## src/rtl/branch_predict_unit_if.sv

```systemverilog
// ----------------------------------------------------------------------------
// branch_predict_unit_if
// Bundles the IF-stage lookup, the ID/EX branch fields and the predictor's
// resolution/statistics outputs into one connection.
//   master : pipeline side. Drives the fetch PC and EX branch fields, and
//            receives the prediction, flush, redirect and statistics.
//   slave  : predictor side (branch_predict_unit).
// Signals:
//   if_pc_i            fetch PC
//   if_predict_taken_o prediction for if_pc_i
//   ex_branch_i        EX holds a conditional branch
//   ex_predict_taken_i prediction carried from fetch
//   ex_taken_i         actual branch outcome
//   ex_pc_i            PC of the branch in EX
//   ex_pc_otherwise_i  path not chosen at fetch
//   flush_o            misprediction flush
//   pc_redirect_o      redirect target, valid while flush_o=1
//   branch_cnt_o       resolved branches since reset
//   mispredict_cnt_o   mispredictions since reset
// ----------------------------------------------------------------------------
interface branch_predict_unit_if #(
    parameter int unsigned CNT_W = 32
);
    logic [31:0]      if_pc_i;
    logic             if_predict_taken_o;
    logic             ex_branch_i;
    logic             ex_predict_taken_i;
    logic             ex_taken_i;
    logic [31:0]      ex_pc_i;
    logic [31:0]      ex_pc_otherwise_i;
    logic             flush_o;
    logic [31:0]      pc_redirect_o;
    logic [CNT_W-1:0] branch_cnt_o;
    logic [CNT_W-1:0] mispredict_cnt_o;

    modport master (
        output if_pc_i,
        output ex_branch_i,
        output ex_predict_taken_i,
        output ex_taken_i,
        output ex_pc_i,
        output ex_pc_otherwise_i,
        input  if_predict_taken_o,
        input  flush_o,
        input  pc_redirect_o,
        input  branch_cnt_o,
        input  mispredict_cnt_o
    );

    modport slave (
        input  if_pc_i,
        input  ex_branch_i,
        input  ex_predict_taken_i,
        input  ex_taken_i,
        input  ex_pc_i,
        input  ex_pc_otherwise_i,
        output if_predict_taken_o,
        output flush_o,
        output pc_redirect_o,
        output branch_cnt_o,
        output mispredict_cnt_o
    );
endinterface

```

## src/rtl/branch_predict_unit.sv

```systemverilog
// ----------------------------------------------------------------------------
// branch_predict_unit
// Dynamic branch predictor (table of 2-bit saturating counters indexed by
// PC[IDX_W+1:2]) plus EX-stage resolver: trains the table, flags
// mispredictions and keeps saturating branch/mispredict statistics.
// Ports:
//   clk_i  clock, rising edge
//   rst_i  synchronous active-low reset
//   bus    branch_predict_unit_if.slave (lookup, EX fields, flush, stats)
// ----------------------------------------------------------------------------
module branch_predict_unit #(
    parameter int unsigned BHT_ENTRIES = 16,
    parameter logic [1:0]  INIT_STATE  = 2'b10,
    parameter int unsigned CNT_W       = 32
) (
    input  logic                  clk_i,
    input  logic                  rst_i,
    branch_predict_unit_if.slave  bus
);
    localparam int unsigned IDX_W = $clog2(BHT_ENTRIES);

    logic [1:0]       r_bht [BHT_ENTRIES];
    logic [CNT_W-1:0] r_branch_cnt;
    logic [CNT_W-1:0] r_mispredict_cnt;

    logic [IDX_W-1:0] w_if_idx;
    logic [IDX_W-1:0] w_ex_idx;
    logic             w_mis;
    logic [1:0]       w_ex_cnt;
    logic [1:0]       w_ex_cnt_next;
    logic             w_unused_pc_bits;

    assign w_if_idx = bus.if_pc_i[IDX_W+1:2];
    assign w_ex_idx = bus.ex_pc_i[IDX_W+1:2];

    // Only the index bits of either PC select an entry; no tag check.
    assign w_unused_pc_bits = ^{bus.if_pc_i[31:IDX_W+2], bus.if_pc_i[1:0],
                                bus.ex_pc_i[31:IDX_W+2], bus.ex_pc_i[1:0]};

    // Lookup reads the registered table: a same-cycle update is not bypassed.
    assign bus.if_predict_taken_o = r_bht[w_if_idx][1];

    assign w_mis         = bus.ex_branch_i & (bus.ex_taken_i != bus.ex_predict_taken_i);
    assign bus.flush_o   = w_mis & rst_i;
    assign bus.pc_redirect_o = bus.ex_pc_otherwise_i;

    assign bus.branch_cnt_o     = r_branch_cnt;
    assign bus.mispredict_cnt_o = r_mispredict_cnt;

    assign w_ex_cnt = r_bht[w_ex_idx];

    always_comb begin
        w_ex_cnt_next = w_ex_cnt;
        if (bus.ex_taken_i) begin
            if (w_ex_cnt != 2'b11) w_ex_cnt_next = w_ex_cnt + 2'b01;
        end else begin
            if (w_ex_cnt != 2'b00) w_ex_cnt_next = w_ex_cnt - 2'b01;
        end
    end

    always_ff @(posedge clk_i) begin
        if (!rst_i) begin
            for (int i = 0; i < int'(BHT_ENTRIES); i++) begin
                r_bht[i] <= INIT_STATE;
            end
            r_branch_cnt     <= '0;
            r_mispredict_cnt <= '0;
        end else if (bus.ex_branch_i) begin
            r_bht[w_ex_idx] <= w_ex_cnt_next;
            if (r_branch_cnt != '1) r_branch_cnt <= r_branch_cnt + 1'b1;
            if (w_mis && (r_mispredict_cnt != '1)) begin
                r_mispredict_cnt <= r_mispredict_cnt + 1'b1;
            end
        end
    end
endmodule

```

## src/flat_wrapper.sv

```systemverilog
// flat-port wrapper written by rule: the top's interface ports become plain ports
module branch_predict_unit_flat 
#(
    parameter int unsigned BHT_ENTRIES = 16,
    parameter logic [1:0]  INIT_STATE  = 2'b10,
    parameter int unsigned CNT_W       = 32
)
  (clk_i, rst_i, bus_if_pc_i, bus_ex_branch_i, bus_ex_predict_taken_i, bus_ex_taken_i, bus_ex_pc_i, bus_ex_pc_otherwise_i, bus_if_predict_taken_o, bus_flush_o, bus_pc_redirect_o, bus_branch_cnt_o, bus_mispredict_cnt_o);
  branch_predict_unit_if #(.CNT_W(CNT_W)) bus_i ();
  input  logic clk_i;
  input  logic rst_i;
  input wire logic [$bits(bus_i.if_pc_i)-1:0] bus_if_pc_i;
  input wire logic [$bits(bus_i.ex_branch_i)-1:0] bus_ex_branch_i;
  input wire logic [$bits(bus_i.ex_predict_taken_i)-1:0] bus_ex_predict_taken_i;
  input wire logic [$bits(bus_i.ex_taken_i)-1:0] bus_ex_taken_i;
  input wire logic [$bits(bus_i.ex_pc_i)-1:0] bus_ex_pc_i;
  input wire logic [$bits(bus_i.ex_pc_otherwise_i)-1:0] bus_ex_pc_otherwise_i;
  output wire logic [$bits(bus_i.if_predict_taken_o)-1:0] bus_if_predict_taken_o;
  output wire logic [$bits(bus_i.flush_o)-1:0] bus_flush_o;
  output wire logic [$bits(bus_i.pc_redirect_o)-1:0] bus_pc_redirect_o;
  output wire logic [$bits(bus_i.branch_cnt_o)-1:0] bus_branch_cnt_o;
  output wire logic [$bits(bus_i.mispredict_cnt_o)-1:0] bus_mispredict_cnt_o;
  assign bus_i.if_pc_i = bus_if_pc_i;
  assign bus_i.ex_branch_i = bus_ex_branch_i;
  assign bus_i.ex_predict_taken_i = bus_ex_predict_taken_i;
  assign bus_i.ex_taken_i = bus_ex_taken_i;
  assign bus_i.ex_pc_i = bus_ex_pc_i;
  assign bus_i.ex_pc_otherwise_i = bus_ex_pc_otherwise_i;
  assign bus_if_predict_taken_o = bus_i.if_predict_taken_o;
  assign bus_flush_o = bus_i.flush_o;
  assign bus_pc_redirect_o = bus_i.pc_redirect_o;
  assign bus_branch_cnt_o = bus_i.branch_cnt_o;
  assign bus_mispredict_cnt_o = bus_i.mispredict_cnt_o;
  branch_predict_unit #(.BHT_ENTRIES(BHT_ENTRIES), .INIT_STATE(INIT_STATE), .CNT_W(CNT_W)) u_core (.clk_i(clk_i), .rst_i(rst_i), .bus(bus_i));
endmodule
```

## config.mk

```make
export PLATFORM = sky130hd
export DESIGN_NAME = branch_predict_unit_flat
export DESIGN_NICKNAME = d
export VERILOG_FILES = /design/src/rtl/branch_predict_unit_if.sv /design/src/rtl/branch_predict_unit.sv /design/src/flat_wrapper.sv
export SDC_FILE = /design/constraint.sdc
export NUM_CORES = 1
export LEC_CHECK = 0
export BUFFER_PORTS_ARGS = -buffer_cell sky130_fd_sc_hd__buf_2
export CORE_AREA = 5 5 109 111
export DETAILED_ROUTE_END_ITERATION = 7
export DIE_AREA = 0 0 114 116
export PLACE_DENSITY = 0.84
export SYNTH_ARGS = -nofsm -noshare
export SYNTH_HDL_FRONTEND = slang
export SYNTH_SLANG_ARGS = --single-unit
```

## constraint.sdc

```tcl
create_clock -name clk_i -period 3.1 [get_ports clk_i]
set_input_delay 0.62 -clock clk_i [delete_from_list [all_inputs] [get_ports clk_i]]
set_output_delay 0.62 -clock clk_i [all_outputs]
set_load 0.03 [all_outputs]
```

==> results of run 1 <==
-- worst max-delay path by stage --
stage / startpoint / to / slack (ps) / cells past startpoint
finish: bus_if_pc_i[2] / bus_if_predict_taken_o / 480 / 4
global route: bus_if_pc_i[2] / bus_if_predict_taken_o / 440 / 4
CTS: bus_if_pc_i[2] / bus_if_predict_taken_o / 470 / 4
detailed placement: bus_ex_pc_i[2] / u_core.r_bht[5][0] / 380 / 6
global placement: bus_ex_pc_i[2] / u_core.r_bht[1][0] / 430 / 6
floorplan: bus_ex_pc_i[2] / u_core.r_bht[10][1] / 720 / 7
-- logic make-up (layout without fill, tap and decap cells) --
kind of cell	Yosys count	after routing	synth area share [%]
flip-flops	96	96	42.8
XOR/XNOR	5	5	0.836
AND/OR/NAND/NOR	274	274	28.3
AO/OA/AOI/OAI	108	108	12.2
buffers and inverters	69	117	7.50
multiplexers	23	23	7.50
adder cells (fa/ha/maj)	4	4	0.859
-- routing by layer --
layer / share of wire, % / routed length, um / global-route usage, %
met3: 7.1 / 884 / 4.39
met1: 41 / 5050 / 24.4
met2: 51 / 6310 / 32.1
met5: 0 / 0 / 0
met4: 1.4 / 175 / 6.02
-- cell usage in the layout, fill, tap and decap left out, types with 10 or more instances in the layout --
cell type and instances:
mux4_2 13, nand3_1 38, edfxtp_1 32, nand4_1 24, nor2_1 24, dfxtp_1 64
o21ai_0 25, buf_4 16, buf_2 78, or3_1 22, nand2b_1 12, mux2i_1 10
or4_1 18, o31ai_1 20, and4_1 13, a21oi_1 46, nand2_1 81
-- synthesized netlist by cell type, drive strengths merged, types with 13 or more instances --
cell	number	share of area, %
edfxtp	32	18
nand3	38	3.6
nand4	25	3.1
nand2	81	5.8
clkbuf	19	1.4
a21oi	46	4.4
dfxtp	64	24
buf	43	5.6
mux4	13	5.6
nor2	24	1.7
o21ai	25	2.4
or3	22	2.6
and4	13	2.2
o31ai	21	3.0
or4	18	2.6
-- power groups by stage --
stage	Combinational, mW	Sequential [mW]	Clock [mW]
4_1_cts	0.177	1.32	0.891
6_report	0.178	1.32	0.871
5_1_grt	0.195	1.32	0.959
2_1_floorplan	0.188	1.36	0
3_3_place_gp	0.171	1.35	0
3_5_place_dp	0.176	1.35	0
-- critical path: stages --
cell and delay (ps):
buf_2 180, mux4_2 530, mux4_2 470, buf_2 190
-- cell type report --
class	count	area [um^2]	area share [%]
sequential	96	2240	38.8
timing repair buffer	94	510	8.83
tap	140	175	3.03
clock inverter	6	65.1	1.13
clock buffer	10	149	2.58
multi-input combinational	414	2610	45.2
inverter	7	26.3	0.455
-- stage by stage --
stage	cell area, um^2	util [%]	setup slack (ps)	instances	hold slack [ps]
after CTS	5780	54.0	473	767	494
after global placement	5570	52.0	432	751	467
final	5780	54.0	481	767	494
after floorplan	5240	-	720	579	599
after detailed placement	5570	52.0	381	751	480
after global routing	5780	54.0	437	767	514
-- registers in the layout, indices dropped and copies added (netlist names) --
signal                       flops
u_core.bus.mispredict_cnt_o     32
u_core.bus.branch_cnt_o         32
u_core.r_bht                    32
==> results.json, run 1 <==
{
  "seq_area_frac_synth_pct": 42.8,
  "route.final.wire_length_mm": 12.4,
  "fmax_mhz": 382,
  "nFillCells": 960,
  "start_util_pct": 49.0,
  "critPathArrivalTime_ps": 2000,
  "async_reset_ff_share_pct": 0,
  "worst_pin_slew_ps": 636,
  "num_vias": 4622,
  "synth_area_um2": 5240,
  "min_path_cells": 2,
  "diodes": 0,
  "cap_violations": 0,
  "r2r_cells": 6,
  "cts_tree": "built",
  "timing.rr.start": "u_core.bus.branch_cnt_o[0]",
  "timing.final.max_slew_violations": 0,
  "hold_violations": 0,
  "hold_start": "u_core.bus.mispredict_cnt_o[10]",
  "post_cts_resized": 0,
  "crit_path_start_kind": "input port",
  "port_buffers": 78,
  "ys_types": 47,
  "hp-class": "reg -> reg",
  "comb_power_share_pct": 7.5,
  "rsz0062_at_grt": "false",
  "cts_buffers": 9,
  "p_seq_share_pct": 55.7,
  "cp-end-kind": "output port",
  "synth_fp_nets": 682,
  "p_switching_mw": 0.576,
  "status": "finished, final reports clean",
  "core_area_um2": 10700,
  "fin_nets": 725,
  "postRouteAntennaNets": 0,
  "rows": 38,
  "h-tree-depth": 3,
  "grt_max_degree": 43,
  "power_frac_clock_pct": 36.8,
  "setup_viol": 0,
  "hpwlAfterDp_mm": 9.00,
  "synthToLayoutAreaGrowth_pct": 10.3,
  "drt_pre_antenna_iters": 6,
  "period_share_pct": 84.5,
  "clk_pin_slew_worst_paths_ps": 90,
  "yosysWarnings": 0,
  "netlist_instances": 579,
  "clockRootBuffer": "clkbuf_8",
  "holdBufCountCts": 0,
  "grt_pass1_wl_mm": 20.8,
  "p_leak_nw": 2.06,
  "cellPowerDensity_nw_per_um2": 410,
  "max-slew-margin-rel_pct": 57.6,
  "final_layout_size_suffix_gt1_share_pct": 20.4,
  "min_to": "u_core.bus.mispredict_cnt_o[10]",
  "insertion_delay_ps": 350,
  "synth_area_per_cell_um2": 9.05,
  "drt-initial-drc-count": 274,
  "cts.path.max_buffers": 2,
  "cts.sinks": 96,
  "fin_skew_ps": 10.3,
  "gp_congestion": 0.867,
  "remaining_drc_errors": 0,
  "r2r-end": "u_core.bus.branch_cnt_o[26]",
  "track_usage_pct": 19.1,
  "post_drt_wl_per_cell_um": 16.2,
  "fin_setup_tns_ps": 0,
  "die_height_um": 116,
  "ys.flop_type": "dfxtp_1",
  "p_sw_share_pct": 24.3,
  "die_w_um": 114,
  "vias_per_cell": 6.03,
  "critPathKind": "in -> out",
  "intPower_mw": 1.79,
  "required_ps": 2480,
  "p_total_mw": 2.37,
  "die_area_um2": 13200,
  "yosys_register_bits": 96,
  "synth_edf_count": 32,
  "critPathMaxFanout": 4,
  "period_needed_ps": 2620,
  "antenna_found_initial": 0,
  "boundaryPins": 199,
  "peakVddDrop_uv": 284,
  "grt_pass1_vias": 4453,
  "reg2reg_setup_slack_ps": 670,
  "overflow": 0,
  "postCtsSetupRepairBufs": 0
}
Power figures use the tool's default switching activity.
==> run 2, diff against run 1 <==
ABC_AREA = 1   (was unset)
CORE_AREA = 5 5 114 116   (was 5 5 109 111)
DIE_AREA = 0 0 119 121   (was 0 0 114 116)
PLACE_DENSITY = 0.85   (was 0.84)
clock period = 2.7 ns   (was 3.1 ns; I/O delays follow)
==> results.json, run 2 <==
{
  "overflow": 0,
  "p_leak_nw": 2.65,
  "worst_pin_slew_ps": 758,
  "period_needed_ps": 2140,
  "rsz0062_at_grt": "false",
  "antenna_found_initial": 0,
  "cts.path.max_buffers": 2,
  "die_area_um2": 14400,
  "synth_area_leaders": "dfxtp_1 (21%), nand2_1 (21%), edfxtp_1 (16%)",
  "critPathKind": "in -> out",
  "ys.flop_type": "dfxtp_1",
  "ys_top_cells_by_count": "nand2_1 (331), nor2_1 (131), a21oi_1 (71)",
  "die_w_um": 119,
  "h-tree-depth": 3,
  "clockRootBuffer": "clkbuf_16",
  "rows": 40,
  "status": "finished, final reports clean",
  "gp_congestion": 0.926,
  "die_height_um": 121,
  "timing.rr.start": "u_core.bus.mispredict_cnt_o[0]",
  "drt_pre_antenna_iters": 5,
  "synth_fp_nets": 1023,
  "critPathMaxFanout": 12,
  "final_common_cell": "nand2_1",
  "boundaryPins": 199,
  "diodes": 0,
  "holdBufCountCts": 0,
  "seq_area_frac_synth_pct": 37.1,
  "intPower_mw": 2.33,
  "peakVddDrop_uv": 235,
  "route.final.wire_length_mm": 14.7,
  "vias_per_cell": 5.33,
  "critPathArrivalTime_ps": 1600,
  "p_total_mw": 3.07,
  "cellPowerDensity_nw_per_um2": 466,
  "cts_tree": "built",
  "final_core_util_pct": 55.8,
  "cap_violations": 0,
  "setup_viol": 0,
  "fin_nets": 1061,
  "insertion_delay_ps": 350,
  "seq_area_um2": 2240,
  "max-slew-margin-rel_pct": 49.4,
  "r2r-end": "u_core.bus.mispredict_cnt_o[28]",
  "post_drt_wl_per_cell_um": 13.3,
  "synth_area_per_cell_um2": 6.57,
  "cts_buffers": 9,
  "hold_start": "u_core.bus.mispredict_cnt_o[31]",
  "stdcell_count": 1110,
  "netlist.area_leader.share_pct": 21.2,
  "crit_path_start_kind": "input port",
  "reg2reg_setup_slack_ps": 600,
  "postCtsSetupRepairBufs": 0,
  "synth_area_um2": 6050,
  "core_area_um2": 11800,
  "p_sw_share_pct": 24.0,
  "netlist_instances": 920,
  "numPlacedInstances": 1094,
  "yosysWarnings": 0,
  "cp-end-kind": "output port",
  "timing.final.max_slew_violations": 0,
  "dpl_cell_area_um2": 6290,
  "cts.sinks": 96,
  "num_vias": 5914,
  "setup_ws_ps": 561,
  "hold_violations": 0,
  "async_reset_ff_share_pct": 0,
  "hp-class": "reg -> reg",
  "fmax_mhz": 467,
  "grt_max_degree": 46,
  "r2r_cells": 9,
  "multi_input_area_um2": 3150,
  "comb_power_share_pct": 8.6,
  "final_layout_size_suffix_gt1_share_pct": 12.5,
  "most-common-layout-cells": "nand2_1 (331), nor2_1 (131), buf_2 (78), a21oi_1 (70), inv_1 (68)",
  "power_frac_clock_pct": 41.8,
  "min_path_cells": 2,
  "p_switching_mw": 0.737,
  "p_seq_share_pct": 49.6,
  "yosys_register_bits": 96,
  "hpwlAfterDp_mm": 10.7,
  "postRouteAntennaNets": 0,
  "period_share_pct": 79.2,
  "synth.most_common_cell": "nand2_1",
  "synth_edf_count": 32,
  "track_usage_pct": 20.6,
  "holdWs_ps": 498,
  "grt_pass1_wl_mm": 24.9,
  "ys_types": 29,
  "post_cts_resized": 0,
  "synthToLayoutAreaGrowth_pct": 8.90,
  "fin_skew_ps": 11.7,
  "grt_pass1_vias": 5426,
  "yosysTopAreaCell": "dfxtp_1",
  "start_util_pct": 51.2,
  "nFillCells": 1145,
  "required_ps": 2160,
  "finalInstanceArea_um2": 6590,
  "clk_pin_slew_worst_paths_ps": 70,
  "drt-initial-drc-count": 379,
  "port_buffers": 78,
  "fin_setup_tns_ps": 0,
  "remaining_drc_errors": 0,
  "min_to": "u_core.bus.mispredict_cnt_o[31]",
  "post-place-ws_ps": 415
}
## run 2: cell types whose count changed in the layout (fill, tap and decap cells not counted), sizes merged, moves of 21 or more
cell	previous run	this run
or3	22	0
nor2	24	137
a21oi	46	71
nand2	81	339
o31ai	21	0
inv	7	72
## run 2: cell type report
type / instances / area share (%)
multi-input combinational: 694 / 47.8
sequential: 96 / 34.0
timing repair buffer: 86 / 6.84
inverter: 71 / 4.05
clock buffer: 13 / 3.86
tap: 147 / 2.79
clock inverter: 3 / 0.627
## run 2: cells by family after synthesis
group,share of synthesized area (%)
fa+ha+maj,0.414
flops,37.1
mux,0.662
xor+xnor,4.78
simple gates,38.4
compound gates,7.68
buf+inv,10.9
## run 2: worst max-delay path by stage
stage / from / to / slack [ps]
CTS: bus_if_pc_i[2] / bus_if_predict_taken_o / 560
global placement: bus_ex_pc_i[3] / u_core.r_bht[2][1] / 470
floorplan: bus_if_pc_i[2] / bus_if_predict_taken_o / 720
detailed placement: bus_ex_pc_i[2] / u_core.r_bht[10][1] / 410
global route: u_core.bus.mispredict_cnt_o[0] / u_core.bus.mispredict_cnt_o[5] / 390
finish: bus_if_pc_i[2] / bus_if_predict_taken_o / 560
## run 2: metal layers
layer	track usage, %	vias to the layer above	part of all wire (%)
li1	-	2970	-
met1	26.9	2648	43
met2	33.9	265	48
met3	3.36	31	7.8
met4	8.69	0	1.7
met5	0	-	0
## run 2: worst max-delay path, cell delays in order
cell      delay (ps)
buf_2            270
mux2i_1          280
o21ai_0          110
o211ai_1         170
nand2_1           60
buf_2            170
## run 2: power by group through the flow
stage / Clock [mW] / Combinational (mW) / Sequential [mW]
finish: 1.28 / 0.264 / 1.52
global route: 1.37 / 0.292 / 1.52
CTS: 1.30 / 0.262 / 1.52
detailed placement: 0 / 0.261 / 1.55
global placement: 0 / 0.255 / 1.55
floorplan: 0 / 0.277 / 1.56
==> run 3, diff against run 2 <==
clock period = 2.23 ns   (was 2.7 ns; I/O delays follow)
==> results.json, run 3 (synthesis results as in run 2) <==
{
  "final_common_cell": "nand2_1",
  "cts_buffers": 9,
  "die_height_um": 121,
  "intPower_mw": 2.76,
  "drt_pre_antenna_iters": 5,
  "grt_pass1_vias": 5527,
  "antenna_found_initial": 0,
  "setup_viol": 0,
  "cts.sinks": 96,
  "final_layout_size_suffix_gt1_share_pct": 13.5,
  "cts_tree": "built",
  "cap_violations": 0,
  "route.final.wire_length_mm": 15.0,
  "fin_nets": 1071,
  "crit_buf_inv": 1,
  "timing.final.max_slew_violations": 0,
  "insertion_delay_ps": 350,
  "fin_setup_tns_ps": 0,
  "cp-end-kind": "output port",
  "met3_usage_pct": 3.26,
  "critPathKind": "reg -> out",
  "p_switching_mw": 0.939,
  "hold_violations": 0,
  "fin_skew_ps": 5.98,
  "period_needed_ps": 1970,
  "post_drt_wl_per_cell_um": 13.4,
  "use_met2_pct": 35.3,
  "start_util_pct": 51.2,
  "setup_ws_ps": 264,
  "grt_max_degree": 36,
  "crit_top_cell": "o21ai_0",
  "p_leak_nw": 2.72,
  "comb_power_share_pct": 9.4,
  "clk_pin_slew_worst_paths_ps": 70,
  "power_frac_clock_pct": 40.7,
  "peakVddDrop_uv": 292,
  "final_core_util_pct": 56.8,
  "critPathArrivalTime_ps": 1520,
  "critPathSlowestCell": "edfxtp_1",
  "remaining_drc_errors": 0,
  "overflow": 0,
  "hp-class": "reg -> reg",
  "track_usage_pct": 21.1,
  "grt_pass1_wl_mm": 25.4,
  "diodes": 0,
  "reg2reg_setup_slack_ps": 290,
  "rows": 40,
  "worst_pin_slew_ps": 496,
  "use_met1_pct": 27.7,
  "drt-initial-drc-count": 466,
  "hpwlAfterDp_mm": 11.1,
  "die_area_um2": 14400,
  "die_w_um": 119,
  "cp_cell_sequence": "o21ai_0 > o21ai_0 > o211ai_1 > nand2_1 > buf_2",
  "nFillCells": 1160,
  "p_total_mw": 3.70,
  "post-place-ws_ps": 109,
  "status": "finished, final reports clean",
  "boundaryPins": 199,
  "cellPowerDensity_nw_per_um2": 551,
  "critPathMaxFanout": 2,
  "most-common-layout-cells": "nand2_1 (331), nor2_1 (131), buf_2 (78), a21oi_1 (70), inv_1 (69)",
  "crit_path_start_kind": "register",
  "grt_busiest_layer": "met2",
  "postCtsSetupRepairBufs": 0,
  "period_share_pct": 88.2,
  "cp_top_family": "compound AO/OA/AOI/OAI gates",
  "clockRootBuffer": "clkbuf_16",
  "slowest_delay_ps": 390,
  "port_buffers": 78,
  "postRouteAntennaNets": 0,
  "synthToLayoutAreaGrowth_pct": 11.0,
  "core_area_um2": 11800,
  "gp_congestion": 0.947,
  "rsz0062_at_grt": "false",
  "multi_input_area_um2": 3150,
  "required_ps": 1780,
  "fmax_mhz": 509,
  "p_seq_share_pct": 49.9,
  "h-tree-depth": 3,
  "max-slew-margin-rel_pct": 66.7,
  "cts.path.max_buffers": 2,
  "num_vias": 5946,
  "p_sw_share_pct": 25.4,
  "seq_area_um2": 2240,
  "vias_per_cell": 5.31
}
==> run 3: cell types whose count changed in the layout (fill, tap and decap cells not counted), sizes merged <==
cell / before / now
buf: 86 / 96
bufinv: 1 / 0
clkbuf: 13 / 10
clkinv: 1 / 2
clkinvlp: 0 / 1
inv: 72 / 74
==> run 3: routing by layer <==
| metal | wire length, um | share of wire [%] |
|---|---|---|
| met1 | 6610 | 44 |
| met2 | 7040 | 47 |
| met3 | 1040 | 7.0 |
| met4 | 265 | 1.8 |
| met5 | 0 | 0 |
==> run 3: power groups by stage <==
stage,clock [mW],sequential [mW],combinational (mW)
2_1_floorplan,0,1.89,0.335
3_3_place_gp,0,1.88,0.339
3_5_place_dp,0,1.88,0.346
4_1_cts,1.53,1.84,0.348
5_1_grt,1.60,1.85,0.389
6_report,1.50,1.84,0.349
==> run 3: final cells by class <==
cell class              count  share of cell area, %
multi-input cells         694                   47.0
flip-flops and latches     96                   33.4
repair buffers             96                   8.58
inverters                  71                   3.97
clock buffers              10                   3.73
well taps                 147                   2.74
clock inverters             6                  0.615
==> run 3: worst paths after layout <==
check                             startpoint                              end  cells after the start
max                      u_core.r_bht[12][1]           bus_if_predict_taken_o                      5
min          u_core.bus.mispredict_cnt_o[31]  u_core.bus.mispredict_cnt_o[31]                      2
max reg2reg       u_core.bus.branch_cnt_o[0]      u_core.bus.branch_cnt_o[29]                      9
min reg2reg  u_core.bus.mispredict_cnt_o[31]  u_core.bus.mispredict_cnt_o[31]                      2
==> run 3: timing repair <==
action | 4_1_cts | 5_1_grt
hold buffers | 0 | 0
endpoints found under the hold margin | 0 | 0
resized for setup | 0 | 1
setup endpoints to repair | 0 | 4
==> run 3: worst register-to-register path, delay by kind of cell, from the launching register on <==
kind / cells / cell delay (ps)
simple gates: 6 / 990
flops: 1 / 400
fa+ha+maj: 1 / 250
compound gates: 1 / 170
buf+inv: 1 / 60
==> run 3: through the flow <==
step	instances	hold WS [ps]	area, um^2
after floorplan	920	611	6050
after global placement	1104	487	6410
after detailed placement	1104	494	6410
after CTS	1120	504	6710
after global routing	1120	541	6710
final	1120	503	6710
